File: src/rtl/prompt_scheduler.sv
`timescale 1ns/1ps
// prompt_scheduler: NotNot round controller. It drives the shared XNOR LFSR,
// presents one prompt per round, judges responses against a tick deadline and keeps score.
module prompt_scheduler #(
  parameter int ROUND_TICKS = 2000,
  parameter int GAP_TICKS   = 500,
  parameter int MAX_ROUNDS  = 32,
  parameter int LIVES       = 3
) (
  input  logic       clock,
  input  logic       resetn,
  input  logic       start,
  input  logic       tick,
  input  logic       resp_valid,
  input  logic [1:0] resp_dir,
  input  logic [2:0] lfsr_value,
  output logic       lfsr_enable,
  output logic       lfsr_reset,
  output logic [2:0] lfsr_seed,
  output logic       prompt_valid,
  output logic [1:0] prompt_dir,
  output logic       prompt_not,
  output logic       result_valid,
  output logic       result_correct,
  output logic [7:0] score,
  output logic [3:0] lives_left,
  output logic [7:0] round_count,
  output logic       game_over
);

  localparam int SPAN    = (ROUND_TICKS > GAP_TICKS) ? ROUND_TICKS : GAP_TICKS;
  localparam int TIMER_W = $clog2(SPAN) + 1;
  localparam logic [TIMER_W-1:0] ROUND_LAST = TIMER_W'(ROUND_TICKS - 1);
  localparam logic [TIMER_W-1:0] GAP_LAST   = TIMER_W'(GAP_TICKS - 1);
  localparam logic [3:0] LIVES_INIT = 4'(LIVES);
  localparam logic [7:0] ROUNDS_END = 8'(MAX_ROUNDS);

  typedef enum logic [2:0] {IDLE, SEED, STEP, LATCH, PROMPT, GAP, DONE} state_t;

  state_t             state;
  state_t             state_next;
  logic [2:0]         seed_cnt;
  logic [2:0]         seed_hold;
  logic [TIMER_W-1:0] timer;
  logic               start_game;
  logic               timeout;
  logic               gap_end;
  logic               judge;
  logic               resp_match;
  logic               correct;

  function automatic logic [7:0] sat_inc8(input logic [7:0] v);
    return (v == 8'hff) ? v : v + 8'd1;
  endfunction

  function automatic logic [3:0] floor_dec4(input logic [3:0] v);
    return (v == 4'd0) ? v : v - 4'd1;
  endfunction

  assign start_game = start && ((state == IDLE) || (state == DONE));
  assign timeout    = tick && (timer == ROUND_LAST);
  assign gap_end    = tick && (timer == GAP_LAST);
  assign resp_match = (resp_dir == prompt_dir);
  // A response arriving on the deadline tick still counts, so correctness keys off resp_valid only.
  assign correct    = resp_valid && (prompt_not ? !resp_match : resp_match);
  assign judge      = (state == PROMPT) && (resp_valid || timeout);
  assign lfsr_seed  = seed_hold;

  always_ff @(posedge clock or negedge resetn) begin
    if (!resetn) begin
      state <= IDLE;
    end else begin
      state <= state_next;
    end
  end

  always_comb begin
    state_next   = state;
    lfsr_enable  = 1'b0;
    lfsr_reset   = 1'b0;
    prompt_valid = 1'b0;
    game_over    = 1'b0;
    case (state)
      IDLE: begin
        if (start) state_next = SEED;
      end
      SEED: begin
        lfsr_enable = 1'b1;
        lfsr_reset  = 1'b1;
        state_next  = STEP;
      end
      STEP: begin
        lfsr_enable = 1'b1;
        state_next  = LATCH;
      end
      LATCH: begin
        state_next = PROMPT;
      end
      PROMPT: begin
        prompt_valid = 1'b1;
        if (resp_valid || timeout) state_next = GAP;
      end
      GAP: begin
        if (gap_end) begin
          state_next = ((lives_left == 4'd0) || (round_count == ROUNDS_END)) ? DONE : STEP;
        end
      end
      DONE: begin
        game_over = 1'b1;
        if (start) state_next = SEED;
      end
      default: state_next = IDLE;
    endcase
  end

  // seed_cnt skips 111, the XNOR lock-up value, so any start yields a live seed.
  always_ff @(posedge clock or negedge resetn) begin
    if (!resetn) begin
      seed_cnt       <= 3'd0;
      seed_hold      <= 3'd0;
      timer          <= '0;
      prompt_dir     <= 2'd0;
      prompt_not     <= 1'b0;
      result_valid   <= 1'b0;
      result_correct <= 1'b0;
      score          <= 8'd0;
      lives_left     <= LIVES_INIT;
      round_count    <= 8'd0;
    end else begin
      seed_cnt       <= (seed_cnt == 3'd6) ? 3'd0 : seed_cnt + 3'd1;
      result_valid   <= judge;
      result_correct <= judge && correct;

      if (start_game) begin
        seed_hold   <= seed_cnt;
        score       <= 8'd0;
        lives_left  <= LIVES_INIT;
        round_count <= 8'd0;
      end

      if (state == LATCH) begin
        prompt_dir <= lfsr_value[1:0];
        prompt_not <= lfsr_value[2];
        timer      <= '0;
      end else if (judge) begin
        timer <= '0;
      end else if (((state == PROMPT) || (state == GAP)) && tick) begin
        timer <= timer + 1'b1;
      end

      if (judge) begin
        if (correct) begin
          score <= sat_inc8(score);
        end else begin
          lives_left <= floor_dec4(lives_left);
        end
        round_count <= round_count + 8'd1;
      end
    end
  end

endmodule

File: config.mk
export PLATFORM = sky130hd
export DESIGN_NAME = prompt_scheduler
export DESIGN_NICKNAME = d
export VERILOG_FILES = /design/src/rtl/prompt_scheduler.sv
export SDC_FILE = /design/constraint.sdc
export NUM_CORES = 1
export LEC_CHECK = 0
export ABC_AREA = 1
export BUFFER_PORTS_ARGS = -buffer_cell sky130_fd_sc_hd__buf_2
export CAP_MARGIN = 25
export CORE_ASPECT_RATIO = 0.9
export CORE_MARGIN = 8
export CORE_UTILIZATION = 45
export CTS_CLUSTER_DIAMETER = 80
export DETAILED_ROUTE_END_ITERATION = 7
export GPL_TIMING_DRIVEN = 0
export PLACE_DENSITY = 0.73
export SYNTH_ARGS = -nofsm -noshare
export SYNTH_HDL_FRONTEND = slang
export SYNTH_SLANG_ARGS = --single-unit
File: constraint.sdc
create_clock -name clock -period 3.9 [get_ports clock]
set_clock_uncertainty 0.2 [all_clocks]
set_input_delay 0.78 -clock clock [delete_from_list [all_inputs] [get_ports clock]]
set_output_delay 0.78 -clock clock [all_outputs]
set_load 0.02 [all_outputs]
======== Word level (Yosys, flattened, before mapping) ========
Cells that the tools add are included.
operators by class
  $add $sub $neg .......................... 5
  eq/ne operators ......................... 17
  muxes and demuxes ....................... 24
  reduce and logical (&&, ||, !) cells .... 19
operators with widths
  cell                                                                 count
  8-bit 2-to-1 mux                                                     6
  12-bit 2-to-1 mux                                                    3
  3-bit one-hot mux with 6 select lines                                1
  8-bit by 1-bit adder with 8-bit output (second input constant)       2
  4-bit 2-to-1 mux                                                     4
  3-bit 2-to-1 mux                                                     5
  12-bit by 1-bit adder with 12-bit output (second input constant)     1
  12-bit by 11-bit == test with 1-bit output (second input constant)   1
  12-bit by 9-bit == test with 1-bit output (second input constant)    1
  3-bit == test (second input constant)                                4
  8-bit by 6-bit == test with 1-bit output (second input constant)     1
  8-bit == test (second input constant)                                1
  1-bit logical AND                                                    7
  3-bit by 2-bit == test with 1-bit output (second input constant)     2
  3-bit != test (second input constant)                                2
  1-bit 2-to-1 mux                                                     5
  4-bit logical NOT                                                    1
  1-bit logical OR                                                     4
  2-bit by 1-bit != test with 1-bit output (second input constant)     2
  2-bit OR reduction                                                   2
  4-bit by 1-bit subtractor with 4-bit output (second input constant)  1
  3-bit by 1-bit adder with 3-bit output (second input constant)       1
  3-bit by 1-bit == test with 1-bit output (second input constant)     1
  3-bit logical NOT                                                    1
  other kinds (6)                                                      6
word-level totals
  bits in registers ....................... 46
  bits of input ports ..................... 10

======== Logic depth before layout (Yosys ltp) ========
Gate-level depths: netlist of run 1.
  depth in word-level cells ............... 6
  mapped depth ............................ 12
  mapped depth without buffers ............ 12

======== Worst setup path before layout of run 1 ========
OpenSTA, ideal clock, no wires.
  path type ............................... input port to flip-flop
  from .................................... in resp_dir[0]
  to ...................................... reg score[0]
  setup time .............................. 0.122 ns
  arrival ................................. 1.640 ns
  data required time ...................... 3.578 ns
  path slack .............................. 1.938 ns
  stages .................................. 10
  path buffers ............................ 0
  cells stage by stage .................... inv_1 nand2_1 nand2_1 nand2_1 nand2_1 nand3_1 nor2_4 nand3_1 nand2_1 nor2_1
between the ends
  word-level cells in the longest chain between the ends .. 6
  elaborated cells on any way between the ends .. 7
  those cells by class .................... 2 x eq/ne; 3 x mux; 2 x reduce/logical
RTL lines
  what                    line  source
  start: declaration      15    input logic [1:0] resp_dir,
  2-bit == test *         63    assign resp_match = (resp_dir == prompt_dir);
  1-bit logical NOT       65    assign correct = resp_valid && (prompt_not ? !resp_match : resp_match);
  1-bit 2-to-1 mux *      65
  1-bit logical AND *     65
  8-bit 2-to-1 mux        152   if (correct) begin
  8-bit 2-to-1 mux        151   if (judge) begin
  end signal: assignment  153   score <= sat_inc8(score);
  end: declaration        25    output logic [7:0] score,
Every way passes the cells marked *; elsewhere a longest branch is shown, timed or not.
A chain may end at the register's enable or synchronous reset.

======== Worst setup path in the final report of run 1 ========
  from .................................... reg state[1]
  to ...................................... out prompt_valid
between the ends
  word-level cells in the longest chain between the ends .. 2
RTL lines
  what                      line  source
  start: declaration        40    state_t state;
  start signal: assignment  73    state <= state_next;
  3-bit == test             83    case (state)
  1-bit 2-to-1 mux          83
  end: declaration          20    output logic prompt_valid,
No other way between the ends.

==> summary.md, run 1 <==
| Metric | Value |
|---|---|
| Status | `complete, no violations` |
| Routability Congestion | `0.819` |
| Yosys warns | `0` |
| Final setup vio count | `0` |
| Worst Hold Slack | `0.226 ns` |
| Multi-input gate area in the final layout | `1260 µm²` |
| Final Hold Vio Count | `0` |
| Max-cap check violation count | `0` |
| Simple-Gate Fraction of Synth Area | `32.7%` |
| Core ar. | `5660 µm²` |
| Commonest cells post-synth | `nand2_1, dfrtp_1, inv_1` |
| Routed wire length | `5790 µm` |
| RSZ-0062 raised after global routing | `false` |
| First-pass iteration count of the detailed router | `4` |
| CTS Sinks | `46` |
| Predominant post-synthesis flop cell | `dfrtp_1` |
| Die W | `96.6 µm` |
| VDD IR max | `0.282 mV` |
| Layout area overhead | `15.4%` |
| Number of DRC markers in iteration 0 | `129` |
| WL/cell | `12.7 µm` |
| Yosys cell types | `33` |
| Proportion of layout cells with a drive suffix above 1 | `20.2%` |
| Synth Area in Adders | `2.38%` |
| Fin Setup TNS | `0 ns` |
| I/O Buffers | `41` |
| Max frequency | `429 MHz` |
| Synth top area share | `41.9%` |
| FILL cells | `544` |
| Crit path time final | `2.33 ns` |
| DRC viols | `0` |
| Crit path DAT | `1.35 ns` |
| Pre-CTS WS | `1.55 ns` |
| CTS buffer count | `5` |
| Synth area leader | `dfrtp_1` |
| CTS Hold Buffers Added | `0` |
| Vias in the first global route | `2222` |
| Fraction of synthesized area in multiplexers | `0%` |
| Largest family of logic cells by synthesized area | `simple AND/OR/NAND/NOR gates` |
| Total Nets Final | `401` |
| Antenna violations before repair | `0` |
| Worst-Skew Late Latency | `0.29 ns` |
| Worst Slack Setup Final | `1.57 ns` |
| I/O pin count | `42` |
| Root buf cell | `clkbuf_8` |
| Switching power | `0.694 mW` |
| Worst Hold Class | `in2async` |
| Post-synth EDFFs | `0` |
| Switching part of the total | `42.9%` |
| Full die area | `8550 µm²` |
| Internal power | `0.925 mW` |
| Pin count of the biggest net entering global routing | `29` |
| Clock share of power | `18.6%` |
| Mapped Avg Cell Area | `7.80 µm²` |
| Area contributors post-synth | `dfrtp_1, nand2_1, nand3_1` |
| Reg area | `1150 µm²` |
| Final period util | `59.8%` |
| CP Max Fanout | `4` |
| Critical Path Source Type | `flip-flop` |
| Post-synthesis compound-gate area fraction | `7.81%` |
| Xor/xnor share of the synthesized area | `5.00%` |
| Synth Instances | `337` |
| Most common cell in the netlist | `nand2_1` |
| Cell Area, Synth | `2630 µm²` |
| HPWL after DPL | `4450 µm` |
| Clock slew at reported path FFs | `0.08 ns` |
| Slew @ Worst Pin | `0.485 ns` |
| Syn Nets | `352` |
| Vias | `2283` |
| Die Y | `88.5 µm` |
| Sequential Power Share | `40.6%` |
| Crit path largest cell delay | `0.44 ns` |
| H-tree lvl count | `2` |
| GRT Overall Usage | `14.8%` |
| Async S/R FF share, synth | `100%` |
| Row cnt | `26` |
| Crit Path Category | `reg2out` |
| Leak Pwr | `1.58 nW` |
| R2R depth | `9` |
| PwrDens | `534 nW/µm²` |
| Cells along the critical path | `nor2_4 -> nand2_1 -> inv_2 -> buf_2` |
| Non-filler instance count after layout | `457` |
| Max-slew headroom | `67.6%` |
| Buffers inserted by post-CTS timing repair | `0` |
| Seq/Total Area, Yosys | `43.9%` |
| Req. time, crit path | `2.92 ns` |
| Final Core Density | `53.6%` |
| Congestion Overflow GR | `0` |
| Global-route wire length before repair | `10000 µm` |
| CTS resizes | `0` |
| Initial core utilization | `46.4%` |
| Slowest stage cell on the critical path | `dfrtp_1` |
| Part of the power in combinational logic | `40.9%` |
| Routed Antenna Nets | `0` |
| Vias per cell | `5.00` |
| Clock tree from TritonCTS | `yes` |
| Inst Count DP | `449` |
| # diodes | `0` |
| Max clock buf depth | `2` |
| Pins Over Slew Limit | `0` |
| Flops & latches, synth | `46` |
| Critical Path End Type | `primary output` |
## state kept, by name, summed over array words and instances, names as in the netlist
name	cells
timer	12
round_count	8
score	8
lives_left	4
lfsr_seed	3
seed_cnt	3
state	3
prompt_dir	2
prompt_not	1
result_correct	1
result_valid	1
## layout by cell type, fill, tap and decap left out, types with 3 or more instances in the layout
cell      instances
nand4_1           5
nor2_1           28
nand3_1          39
nor2_4            3
nor2_2            3
inv_2             6
clkbuf_8          6
xor2_1           13
o21ai_0          16
o21ai_1           6
buf_2            41
o211ai_1          3
dfrtp_1          44
ha_1              5
a21oi_1           7
nand2_1          87
nor3_1            6
inv_1            43
## worst paths after layout
kind / to / startpoint / slack (ns)
max: prompt_valid / state[1] / 1.57
min: round_count[6] / resetn / 0.23
max reg2reg: score[5] / prompt_dir[0] / 2.01
min reg2reg: lfsr_seed[0] / lfsr_seed[0] / 0.28
max in group asynchronous: score[3] / resetn / 2.78
min in group clock: lfsr_seed[0] / lfsr_seed[0] / 0.28
## worst max-delay path, delay by kind of cell, from the launching register on
family,cells,cell delay (ns)
DFF,1,0.44
and+or+nand+nor,2,0.30
buffers and inverters,2,0.31
## per-stage QoR
stage	power (mW)	cell area (µm²)
floorplan	1.13	2630
global placement	1.31	2920
detailed placement	1.34	2940
CTS	1.65	3030
global route	1.76	3030
finish	1.62	3030
## cell type report
type,count,share of cell area (%)
inverter,49,6.06
timing repair buffer,42,7.43
clock buffer,7,2.85
tap,70,2.89
multi-input combinational,238,41.5
sequential,46,38.0
buffer,4,1.11
clock inverter,1,0.165
## power groups by stage
stage               logic (mW)  registers [mW]  clock network (mW)
floorplan                0.384           0.742                   0
finish                   0.662           0.657               0.301
detailed placement       0.671           0.667                   0
global placement         0.652           0.662                   0
global route             0.753           0.676               0.333
CTS                      0.673           0.658               0.316
## cells by family after synthesis
| kind of cell | after synthesis |
|---|---|
| adders and majority gates | 5 |
| buffers and inverters | 53 |
| and+or+nand+nor | 182 |
| AOI/OAI and AO/OA | 36 |
| xor gates and xnor gates | 15 |
| DFF | 46 |
## per-layer routing
metal	global-route usage, %	vias up	routed length, µm
met2	24.4	50	2720
met3	3.05	4	346
met4	4.95	0	63
li1	-	1174	-
met1	18.7	1055	2660
met5	0	-	0
(Power assumes the default switching activity.)
==> run 2: changes to the inputs <==
- clock period: 3.9 -> 2.3 ns (I/O delays scaled with it)
==> summary.md, run 2 (synthesis results as in run 1) <==
| Metric | Value |
|---|---|
| HPWL after DPL | `4450 µm (unchanged)` |
| WL/cell | `12.6 µm (was 12.7 µm)` |
| Max-cap check violation count | `0 (unchanged)` |
| CTS buffer count | `5 (unchanged)` |
| Max frequency | `498 MHz` |
| Row cnt | `26 (unchanged)` |
| CTS resizes | `0 (unchanged)` |
| Layout area overhead | `15.8% (was 15.4%)` |
| Core ar. | `5660 µm² (unchanged)` |
| Final period util | `87.3%` |
| Number of flip-flops in the largest register | `12 (unchanged)` |
| R2R depth | `9 (unchanged)` |
| Critical Path End Type | `primary output (unchanged)` |
| Largest Register | `timer (unchanged)` |
| Proportion of layout cells with a drive suffix above 1 | `20.1% (was 20.2%)` |
| Die W | `96.6 µm (unchanged)` |
| DRC viols | `0 (unchanged)` |
| Commonest non-fill, non-tap cells in the layout | `nand2_1, dfrtp_1, inv_1, buf_2, nand3_1 (unchanged)` |
| Full die area | `8550 µm² (unchanged)` |
| Reg2reg start | `prompt_dir[0] (unchanged)` |
| Routed Antenna Nets | `0 (unchanged)` |
| Fin Setup TNS | `0 ns (unchanged)` |
| Slowest stage cell on the critical path | `dfrtp_1 (unchanged)` |
| Pins Over Slew Limit | `0 (unchanged)` |
| Vias in the first global route | `2225 (was 2222)` |
| Global-route wire length before repair | `10000 µm (about the same)` |
| CTS Sinks | `46 (unchanged)` |
| # diodes | `0 (unchanged)` |
| Max-slew headroom | `68.0% (was 67.6%)` |
| Crit path depth | `4 (unchanged)` |
| RR Endpoint | `score[5] (unchanged)` |
| Crit path launch | `state[1] (unchanged)` |
| Leak Pwr | `1.58 nW (about the same)` |
| I/O pin count | `42 (unchanged)` |
| FILL cells | `543 (was 544)` |
| Top delay family on crit path | `flip-flops (unchanged)` |
| Req. time, crit path | `1.64 ns (was 2.92 ns)` |
| Number of DRC markers in iteration 0 | `131 (was 129)` |
| Worst-Skew Late Latency | `0.29 ns (about the same)` |
| Routed wire length | `5780 µm (was 5790 µm)` |
| H-tree lvl count | `2 (unchanged)` |
| Root buf cell | `clkbuf_8 (unchanged)` |
| GRT Overall Usage | `14.8% (about the same)` |
| Buf/Inv on CP | `2 (unchanged)` |
| Status | `complete, no violations (unchanged)` |
| R2R setup slack | `0.41 ns (was 2.01 ns)` |
| Buffers inserted by post-CTS timing repair | `0 (unchanged)` |
| First-pass iteration count of the detailed router | `6 (was 4)` |
| PwrDens | `903 nW/µm² (was 534 nW/µm²)` |
| Largest registers | `timer x12, round_count x8, score x8 (unchanged)` |
| Worst Hold Class | `in2reg (was in2async)` |
| Max clock buf depth | `2 (unchanged)` |
| Routability Congestion | `0.819 (unchanged)` |
| Crit path DAT | `1.35 ns (about the same)` |
| Clock tree from TritonCTS | `yes (unchanged)` |
| Clock slew at reported path FFs | `0.08 ns (about the same)` |
| Slew @ Worst Pin | `0.479 ns (was 0.485 ns)` |
| Cells along the critical path | `nor2_4 -> nand2_1 -> inv_2 -> buf_2 (unchanged)` |
| Die Y | `88.5 µm (unchanged)` |
| Non-filler instance count after layout | `458 (was 457)` |
| Congestion Overflow GR | `0 (unchanged)` |
| Crit Path Category | `reg2out (unchanged)` |
| Total Nets Final | `402 (was 401)` |
| Pin count of the biggest net entering global routing | `29 (unchanged)` |
| VDD IR max | `0.479 mV (was 0.282 mV)` |
| Critical Path Source Type | `flip-flop (unchanged)` |
| Antenna violations before repair | `0 (unchanged)` |
| RSZ-0062 raised after global routing | `false (unchanged)` |
| CTS Hold Buffers Added | `1 (was 0)` |
| CP endpoint | `prompt_valid (unchanged)` |
| Vias | `2291 (was 2283)` |
| Initial core utilization | `46.4% (unchanged)` |
| CP Max Fanout | `4 (unchanged)` |
| Inst Count DP | `449 (unchanged)` |
| Crit path time final | `2.01 ns` |
| Final setup vio count | `0 (unchanged)` |
| Most common cell after layout, fill and taps aside | `nand2_1 (unchanged)` |
| Crit path largest cell delay | `0.44 ns (about the same)` |
| Vias per cell | `5.00 (about the same)` |
| I/O Buffers | `41 (unchanged)` |
| Final Hold Vio Count | `0 (unchanged)` |
## run 2: changes by cell type in the layout (fill, tap and decap cells not counted)
cell,previous run,this run
dlygate4sd3_1,0,1
## run 2: per-layer routing
layer  wire length (µm)  global-route usage (%)  vias to the layer above
met5                  0                       0                        -
met4                 75                    4.95                        0
met3                328                    3.05                        6
met2               2630                    24.4                       48
met1               2750                    18.8                     1059
li1                   -                       -                     1178
## run 2: cell type report
| type | instances | area [µm²] | area share [%] |
|---|---|---|---|
| multi-input combinational | 238 | 1260 | 41.3 |
| sequential | 46 | 1150 | 37.9 |
| timing repair buffer | 43 | 235 | 7.73 |
| inverter | 49 | 184 | 6.04 |
| tap | 70 | 87.6 | 2.88 |
| clock buffer | 7 | 86.3 | 2.84 |
| buffer | 4 | 33.8 | 1.11 |
| clock inverter | 1 | 5.00 | 0.164 |
## run 2: how the worst min path moves through the flow
stage / from / slack (ns) / cells after the start / to
after floorplan: resetn / -0.04 / 0 / lfsr_seed[0]
after global placement: lfsr_seed[0] / 0.26 / 2 / lfsr_seed[0]
after detailed placement: resetn / 0.25 / 1 / round_count[6]
after CTS: lfsr_value[2] / 0.18 / 3 / prompt_not
after global routing: lfsr_value[2] / 0.20 / 3 / prompt_not
final: lfsr_value[2] / 0.19 / 3 / prompt_not
## run 2: metrics by stage
stage / total power, mW / util [%] / worst slack, ns / hold slack (ns) / area (µm²)
after floorplan: 1.91 / - / 0.600 / -0.0356 / 2630
after global placement: 2.23 / 51.6 / 0.298 / 0.261 / 2920
after detailed placement: 2.27 / 52.0 / 0.266 / 0.250 / 2940
after CTS: 2.79 / 53.8 / 0.279 / 0.179 / 3040
after global routing: 2.99 / 53.8 / 0.201 / 0.204 / 3040
final: 2.75 / 53.8 / 0.291 / 0.187 / 3040
## run 2: power by group
part	switching [mW]	internal [mW]
clock network	0.267	0.243
registers	0.140	0.974
logic	0.769	0.353
total	1.18	1.57
## run 2: worst reg2reg max path, delay by kind of cell, from the launching register on
family                 cells  cell delay [ns]
AOI/OAI and AO/OA          1             0.13
and+or+nand+nor            7             1.01
buffers and inverters      1             0.08
DFF                        1             0.41
==> run 3: changes to the inputs <==
- CELL_PAD_IN_SITES_DETAIL_PLACEMENT: default -> 1
- CELL_PAD_IN_SITES_GLOBAL_PLACEMENT: default -> 2
- CORE_UTILIZATION: 45 -> 33
- PLACE_DENSITY: 0.73 -> 0.87
==> summary.md, run 3 (synthesis results as in run 1) <==
| Metric | Value |
|---|---|
| WL/cell | `14.3 µm (was 12.6 µm)` |
| Vias in the first global route | `2590 (was 2225)` |
| H-tree lvl count | `2 (unchanged)` |
| VDD IR max | `0.224 mV (was 0.479 mV)` |
| Reg2reg start | `prompt_dir[0] (unchanged)` |
| Final Core Density | `39.0% (was 53.8%)` |
| Total Nets Final | `402 (unchanged)` |
| Crit path DAT | `1.35 ns (about the same)` |
| Vias | `2332 (was 2291)` |
| I/O pin count | `42 (unchanged)` |
| Number of flip-flops in the largest register | `12 (unchanged)` |
| Antenna violations before repair | `0 (unchanged)` |
| Pins Over Slew Limit | `0 (unchanged)` |
| Largest registers | `timer x12, round_count x8, score x8 (unchanged)` |
| Crit path time final | `2.01 ns (about the same)` |
| PwrDens | `899 nW/µm² (was 903 nW/µm²)` |
| CTS resizes | `0 (unchanged)` |
| Clock tree from TritonCTS | `yes (unchanged)` |
| Final period util | `87.2% (was 87.3%)` |
| CTS buffer count | `5 (unchanged)` |
| Leak Pwr | `1.58 nW (about the same)` |
| Buffers inserted by post-CTS timing repair | `0 (unchanged)` |
| Routed wire length | `6960 µm (was 5780 µm)` |
| First-pass iteration count of the detailed router | `4 (was 6)` |
| Fin Setup TNS | `0 ns (unchanged)` |
| RSZ-0062 raised after global routing | `false (unchanged)` |
| Critical Path End Type | `primary output (unchanged)` |
| Full die area | `11100 µm² (was 8550 µm²)` |
| Max-slew headroom | `67.0% (was 68.0%)` |
| Max-cap check violation count | `0 (unchanged)` |
| Slowest stage cell on the critical path | `dfrtp_1 (unchanged)` |
| Most common cell after layout, fill and taps aside | `nand2_1 (unchanged)` |
| Global-route wire length before repair | `12300 µm (was 10000 µm)` |
| Pre-CTS WS | `0.195 ns (was 0.266 ns)` |
| Max frequency | `498 MHz (about the same)` |
| Slew @ Worst Pin | `0.495 ns (was 0.479 ns)` |
| # diodes | `0 (unchanged)` |
| Routed Antenna Nets | `0 (unchanged)` |
| Die W | `110 µm (was 96.6 µm)` |
| FILL cells | `1001 (was 543)` |
| R2R depth | `9 (unchanged)` |
| Status | `complete, no violations (unchanged)` |
| Largest Register | `timer (unchanged)` |
| Non-filler instance count after layout | `487 (was 458)` |
| Worst-Skew Late Latency | `0.30 ns (was 0.29 ns)` |
| Crit path largest cell delay | `0.44 ns (about the same)` |
| Root buf cell | `clkbuf_8 (unchanged)` |
| Routability Congestion | `0.805 (was 0.819)` |
| Congestion Overflow GR | `0 (unchanged)` |
| I/O Buffers | `41 (unchanged)` |
| Proportion of layout cells with a drive suffix above 1 | `20.1% (unchanged)` |
| Layout area overhead | `16.9% (was 15.8%)` |
| GRT Overall Usage | `13.9% (was 14.8%)` |
| Final Hold Vio Count | `0 (unchanged)` |
| Req. time, crit path | `1.64 ns (about the same)` |
| Final setup vio count | `0 (unchanged)` |
| Critical Path Source Type | `flip-flop (unchanged)` |
| CP endpoint | `prompt_valid (unchanged)` |
| Clock slew at reported path FFs | `0.09 ns (was 0.08 ns)` |
| Max clock buf depth | `2 (unchanged)` |
| Row cnt | `31 (was 26)` |
| Number of DRC markers in iteration 0 | `94 (was 131)` |
| Pin count of the biggest net entering global routing | `32 (was 29)` |
| Core ar. | `7870 µm² (was 5660 µm²)` |
| Cells along the critical path | `nor2_4 -> nand2_1 -> inv_2 -> buf_2 (unchanged)` |
| Worst Hold Class | `in2reg (unchanged)` |
| CP Max Fanout | `4 (unchanged)` |
| CTS Sinks | `46 (unchanged)` |
| Crit path launch | `state[1] (unchanged)` |
| R2R setup slack | `0.36 ns (was 0.41 ns)` |
| Worst Hold Slack | `0.168 ns (was 0.187 ns)` |
| Worst Slack Setup Final | `0.294 ns (was 0.291 ns)` |
| HPWL after DPL | `5440 µm (was 4450 µm)` |
| Crit Path Category | `reg2out (unchanged)` |
| Die Y | `101 µm (was 88.5 µm)` |
| Vias per cell | `4.79 (was 5.00)` |
| DRC viols | `0 (unchanged)` |
| Initial core utilization | `33.4% (was 46.4%)` |
| RR Endpoint | `score[5] (unchanged)` |
| Inst Count DP | `478 (was 449)` |
| Commonest non-fill, non-tap cells in the layout | `nand2_1, dfrtp_1, inv_1, buf_2, nand3_1 (unchanged)` |
run 3: per-layer routing:
| layer | global-route usage, % | vias to the layer above | share of wire (%) |
|---|---|---|---|
| met5 | 0 | - | 0 |
| met4 | 5.08 | 0 | 2.1 |
| met3 | 2.62 | 12 | 4.5 |
| met2 | 23.4 | 38 | 47 |
| met1 | 17.2 | 1108 | 47 |
| li1 | - | 1174 | - |
run 3: power by group:
part	total, mW	internal [mW]	leakage [nW]	switching (mW)
clock	0.504	0.215	0.0452	0.288
combinational	1.14	0.354	0.913	0.787
sequential	1.12	0.974	0.619	0.146
total	2.76	1.54	1.58	1.22
run 3: area by class of cell:
cell class	count	area, µm²	area share, %
well taps	99	124	4.03
plain buffers	4	33.8	1.10
clock inverters	2	13.8	0.448
flip-flops and latches	46	1150	37.5
inverters	49	184	5.98
repair buffers	43	235	7.65
clock buffers	6	72.6	2.36
multi-input cells	238	1260	40.9
run 3: worst max-delay path, delay by kind of cell, from the launching register on:
family	cells	cell delay, ns
DFF	1	0.44
and+or+nand+nor	2	0.31
buffers and inverters	2	0.30
run 3: worst min path at each step:
stage	endpoint	cells after the start	slack [ns]	from
3_5_place_dp	timer[1]	1	0.23	resetn
3_3_place_gp	lfsr_seed[1]	2	0.26	lfsr_seed[1]
4_1_cts	prompt_not	3	0.16	lfsr_value[2]
5_1_grt	prompt_dir[0]	3	0.18	lfsr_value[0]
2_1_floorplan	lfsr_seed[0]	0	-0.04	resetn
6_report	prompt_not	3	0.17	lfsr_value[2]
run 3: per-stage QoR:
| step | cell area (µm²) | total power [mW] |
|---|---|---|
| after floorplan | 2630 | 1.91 |
| after global placement | 2960 | 2.25 |
| after detailed placement | 2980 | 2.30 |
| after CTS | 3070 | 2.82 |
| after global routing | 3070 | 3.01 |
| final | 3070 | 2.76 |
run 3: what timing repair did:
item | CTS | global route
hold endpoints to repair | 15 | 0
endpoints found under the setup margin | 0 | 0
hold buffers | 1 | 0
